===== src/rtl/icache_fill_fsm.sv =====
// Instruction-cache miss handler: fetches an aligned block from pipelined memory,
// streams each returned word into the data array and writes the tag with the last word.
module icache_fill_fsm #(
  parameter int ADDR_W = 16,
  parameter int WORDS  = 8
) (
  input  logic              clk,
  input  logic              rst,
  input  logic              miss_detected,
  input  logic [ADDR_W-1:0] miss_address,
  input  logic              memory_data_valid,
  input  logic [ADDR_W-1:0] memory_data,
  output logic              mem_read,
  output logic [ADDR_W-1:0] memory_address,
  output logic              fsm_busy,
  output logic              write_data_array,
  output logic              write_tag_array,
  output logic [ADDR_W-1:0] cache_address,
  output logic [ADDR_W-1:0] cache_data
);

  localparam int WI    = $clog2(WORDS);      // word index width
  localparam int OFF_W = WI + 1;             // byte offset width (16-bit words)

  typedef enum logic {
    IDLE,
    FILL
  } state_t;

  state_t         state_reg, state_next;
  logic [ADDR_W-1:0] base_reg, base_next;
  logic [WI:0]    issue_cnt_reg, issue_cnt_next;
  logic [WI-1:0]  recv_cnt_reg, recv_cnt_next;

  always_ff @(posedge clk or negedge rst) begin
    if (!rst) begin
      state_reg     <= IDLE;
      base_reg      <= '0;
      issue_cnt_reg <= '0;
      recv_cnt_reg  <= '0;
    end else begin
      state_reg     <= state_next;
      base_reg      <= base_next;
      issue_cnt_reg <= issue_cnt_next;
      recv_cnt_reg  <= recv_cnt_next;
    end
  end

  // Outputs are gated by rst so they read 0 for the whole time reset is held.
  always_comb begin
    state_next       = state_reg;
    base_next        = base_reg;
    issue_cnt_next   = issue_cnt_reg;
    recv_cnt_next    = recv_cnt_reg;
    mem_read         = 1'b0;
    memory_address   = '0;
    fsm_busy         = 1'b0;
    write_data_array = 1'b0;
    write_tag_array  = 1'b0;
    cache_address    = '0;
    cache_data       = '0;

    if (rst) begin
      case (state_reg)
        IDLE: begin
          fsm_busy = miss_detected;
          if (miss_detected) begin
            base_next      = {miss_address[ADDR_W-1:OFF_W], {OFF_W{1'b0}}};
            issue_cnt_next = '0;
            recv_cnt_next  = '0;
            state_next     = FILL;
          end
        end
        FILL: begin
          fsm_busy = 1'b1;
          // Issue side: one request per cycle until all words are requested.
          if (issue_cnt_reg < (WI+1)'(WORDS)) begin
            mem_read       = 1'b1;
            memory_address = base_reg + ADDR_W'({issue_cnt_reg[WI-1:0], 1'b0});
            issue_cnt_next = issue_cnt_reg + 1'b1;
          end
          // Receive side runs independently; returns are in request order.
          if (memory_data_valid) begin
            write_data_array = 1'b1;
            cache_address    = base_reg + ADDR_W'({recv_cnt_reg, 1'b0});
            cache_data       = memory_data;
            recv_cnt_next    = recv_cnt_reg + 1'b1;
            if (recv_cnt_reg == WI'(WORDS - 1)) begin
              write_tag_array = 1'b1;
              state_next      = IDLE;
            end
          end
        end
        default: state_next = IDLE;
      endcase
    end
  end

endmodule


===== config.mk =====
export PLATFORM = sky130hd
export DESIGN_NAME = icache_fill_fsm
export DESIGN_NICKNAME = d
export VERILOG_FILES = /design/src/rtl/icache_fill_fsm.sv
export SDC_FILE = /design/constraint.sdc
export NUM_CORES = 1
export LEC_CHECK = 0
export BUFFER_PORTS_ARGS = -buffer_cell sky130_fd_sc_hd__buf_2
export CAP_MARGIN = 30
export CORE_AREA = 5 5 81 46
export DETAILED_ROUTE_END_ITERATION = 10
export DIE_AREA = 0 0 86 51
export HOLD_SLACK_MARGIN = 0.06
export MAX_ROUTING_LAYER = met4
export PLACE_DENSITY_LB_ADDON = 0.05
export SKIP_CTS_REPAIR_TIMING = 1
export SLEW_MARGIN = 20
export SYNTH_ARGS = -nofsm -noshare
export SYNTH_HDL_FRONTEND = slang
export SYNTH_SLANG_ARGS = --single-unit

===== constraint.sdc =====
create_clock -name clk -period 2.1 [get_ports clk]
set_input_delay 0.315 -clock clk [delete_from_list [all_inputs] [get_ports clk]]
set_output_delay 0.315 -clock clk [all_outputs]
set_load 0.05 [all_outputs]

After elaboration in Yosys (flattened, before gate mapping)
Cells that the tools add are included.
{"block": "word_totals", "reg_bits": 20, "in_bits": 36, "output_inout_bits": 52, "wordCells": 48}
{"block": "op_classes", "add_sub_neg": 4, "magnitude_cmp": 1, "n_eq_ne": 4, "muxes": 31, "bitwise": 1, "reduce_logical": 3}
{"op": "$mux 16", "count": 9}
{"op": "$add 16x4->16", "count": 2}
{"op": "$mux 1", "count": 14}
{"op": "$reduce_and 3->1", "count": 3}
{"op": "$mux 4", "count": 2}
{"op": "$pmux 4 s2", "count": 1}
{"op": "$mux 3", "count": 2}
{"op": "$pmux 3 s2", "count": 1}
{"op": "$add 4x1->4 const B", "count": 1}
{"op": "$lt 4x4->1 const B", "count": 1}
{"op": "$ne 2x2->1 const B", "count": 2}
{"op": "$pmux 1 s2", "count": 2}
{"op": "$add 3x1->3 const B", "count": 1}
{"op": "$eq 3x3->1 const B", "count": 1}
{"op": "$ne 2x1->1 const B", "count": 1}
{"op": "$not 1->1", "count": 1}

Depth between registers and ports, before layout
{"block": "logic_depth", "ltp_word": 5, "ltp_mapped": 5, "depth_no_buf": 4}

Worst setup path before layout
Ideal clock, no wire load.
{"block": "synth_path", "kind": "reg2out", "start": "register issue_cnt_reg[3]", "end": "output memory_address[10]", "arrival_time_ns": 1.466, "required_ns": 1.785, "path_slack_ns": 0.319, "stages_incl_launch_ff": 5, "path_buffers": 2, "path_cell_list": "dfrtp_1 and3b_1 buf_6 buf_2 and2_1"}
{"block": "synth_via", "elab_chain_cells": 4}
{"item": "from (decl)", "line": "32", "rtl": "logic [WI:0] issue_cnt_reg, issue_cnt_next;"}
{"item": "from (signal assigned)", "line": "44", "rtl": "issue_cnt_reg <= issue_cnt_next;"}
{"item": "$lt 4x4->1", "line": "77", "rtl": "if (issue_cnt_reg < (WI+1)'(WORDS)) begin"}
{"item": "$mux 16", "line": "77"}
{"item": "$mux 16", "line": "64", "rtl": "case (state_reg)"}
{"item": "$mux 16", "line": "63", "rtl": "if (rst) begin"}
{"item": "to (decl)", "line": "14", "rtl": "output logic [ADDR_W-1:0] memory_address,"}
No other way between the ends.

Worst setup path after layout
{"block": "layout_path", "start": "register state_reg", "end": "output memory_address[2]"}
{"block": "layout_via", "elab_chain_cells": 2}
{"item": "from (decl)", "line": "30", "rtl": "state_t state_reg, state_next;"}
{"item": "from (signal assigned)", "line": "42", "rtl": "state_reg <= state_next;"}
{"item": "$mux 16", "line": "64"}
{"item": "$mux 16", "line": "63"}
No other way between the ends.

==> impl_metrics.ini <==
[run_status]
outcome = finished clean

[final_layout]
n_antenna_cell = 0
layout_commonest_cell = buf_2
n_fill_cell = 274
layout-drive-gt1-share = 0.4352
area_growth_pct = 41.25
largest_reg_flops = 12
mostFrequentLayoutCells = buf_2 (81), and2_1 (46), nand2_1 (36), dfrtp_1 (20)
layout.nets = 256
final_cells = 256

[routing]
ant_nets = 0
wl_met1_mm = 1.401
drcViolationCount = 0
via_count = 1157
vias_per_cell = 4.520
drtIter0Drc = 36
wire_per_inst_microns = 12.87
wirelength_mm = 3.295
wl_met2_mm = 1.532
first_pass_iters = 4
wl_met3_microns = 326
top_layer = met4

[setup_path]
regToRegSetupSlack_ns = 0.69
path_buf_inv = 1
reg2regPathDepth = 2
cp-end-kind = output pin
critical_path_class = reg2out
startpoint_type = flop
critPathTopFamily = simple AND/OR/NAND/NOR gates
crit_arrival_ns = 1.56
r2r-start = state_reg
cp.required_ns = 1.78
crit_fanout = 19
worstReg2RegEnd = issue_cnt_reg[3]
slowest_stage = dfrtp_1
max_stage_delay_ns = 0.43
path_cells = and3b_2 > and2_4 > buf_2

[logic_synthesis]
synth_edf_count = 0
yosysWarnings = 0
synthCells = 136
synth_area_per_cell_sq_um = 8.676
synthFlopType = dfrtp_1
yosys_register_bits = 20
syn_area_sq_mm = 0.001180
synthArstFlopShare = 1.000
synth_cell_type_count = 22
yosysSeqAreaShare = 0.4242

[hold_path]
hp-class = in2async

[clocking]
cts_tree = done
clock_path_buffers = 2
htreeDepth = 1
path_clk_slew_ns = 0.07
clkLatencyLatePin_ns = 0.26
clkSinkCount = 20
cts_root_buf = clkbuf_8
cts_buffers = 3

[power_and_ir_drop]
max-vdd-ir-drop_uv = 617.5
p_int_w = 0.001053
power.leakage_nw = 1.011
switching_share = 0.4865
p_per_area_mw_per_mm2 = 1231
pwr-share-clk = 0.143
switchingPower_w = 0.0009978
comb_power_share = 0.515
seq_power_share = 0.342

[run]
cap_violations = 0

[sta]
post-route-period-util = 0.8942
setup_viol = 0
min_period_ns = 1.878
fin_ws_ns = 0.2222
setup_tns_ns = 0
max_freq_ghz = 0.5325
final_max_slew_viol_count = 0
hold_viol = 0
grt_setup_unrepaired = no
finalClockSkew_ns = 0.002101
tightest_slew_ns = 0.5427
max_slew_margin = 0.6371

[floorplanning]
die_y_microns = 51
fp-row-count = 14
coreArea_sq_mm = 0.002890
dieArea_sq_mm = 0.004386
start_util = 0.4082
fp.dieW_microns = 86
pin_count = 88

[global_route]
grt_remaining_overflow = 0
grt_max_degree = 24
antenna_found_initial = 0
grt_use_total = 0.1572
grt_pass1_wl_mm = 5.278
grt_pass1_vias = 1156

[place]
place_congestion = 0.7935
place_ws_ns = 0.2922
dp_hpwl_mm = 2.600
io_buffers = 81
placed_cells = 251
routing by layer:
metal	up-vias	GRT usage
li1	579	-
met1	518	0.1815
met2	53	0.2583
met3	7	0.05778
met4	0	0.04737
met5	-	-
cell type report:
| type | count | area [sq um] | share of cell area |
|---|---|---|---|
| clock buffer | 4 | 55.05 | 0.03303 |
| timing repair buffer | 86 | 445.4 | 0.2673 |
| sequential | 20 | 500.5 | 0.3003 |
| tap | 40 | 50.05 | 0.03003 |
| multi-input combinational | 106 | 615.6 | 0.3694 |
worst max path at each step:
stage | cells after the start | startpoint | end | slack (ns)
floorplan | 4 | issue_cnt_reg[3] | memory_address[10] | 0.32
finish | 3 | state_reg | memory_address[2] | 0.22
CTS | 3 | state_reg | memory_address[2] | 0.02
detailed placement | 4 | rst | memory_address[2] | 0.29
global route | 3 | state_reg | memory_address[2] | 0.14
global placement | 4 | rst | memory_address[2] | 0.32
cell usage after synthesis, types with 2 or more instances:
master	count	area, sq um
and2_1	46	287.8
nand2_1	36	135.1
dfrtp_1	20	500.5
buf_2	5	25.02
a22o_1	3	26.28
buf_4	3	22.52
ha_1	3	37.54
nor2_1	3	11.26
and3b_1	2	17.52
clkbuf_2	2	10.01
mux2_2	2	22.52
power by group through the flow:
| stage | sequential, W | clock, W | combinational (W) |
|---|---|---|---|
| 3_3_place_gp | 0.000696 | 0 | 0.00104 |
| 5_1_grt | 0.000729 | 0.000326 | 0.00114 |
| 6_report | 0.000701 | 0.000294 | 0.00106 |
| 3_5_place_dp | 0.000708 | 0 | 0.00106 |
| 2_1_floorplan | 0.000663 | 0 | 0.000858 |
| 4_1_cts | 0.000700 | 0.000305 | 0.00107 |
kinds of logic (layout without fill, tap and decap cells):
kind of cell,after synthesis,after routing,synth area share
AND/OR/NAND/NOR,92,92,0.4147
flip-flops,20,20,0.4242
buffers and inverters,11,90,0.05832
AO/OA/AOI/OAI,6,6,0.04136
adder cells (fa/ha/maj),3,3,0.03182
multiplexers,2,2,0.01909
other,1,2,0.003178
XOR/XNOR,1,1,0.007424
stage by stage:
stage / cell area, sq um / util / total power, W / hold slack, ns
after floorplan: 1184 / - / 0.001521 / 0.01941
final: 1667 / 0.5766 / 0.002051 / 0.06567
after global routing: 1667 / 0.5766 / 0.002191 / 0.09028
after CTS: 1655 / 0.5727 / 0.002071 / -0.1689
after detailed placement: 1600 / 0.5537 / 0.001769 / 0.1174
after global placement: 1600 / 0.5537 / 0.001737 / 0.1148
No activity file was read; power rests on OpenSTA's default activity.
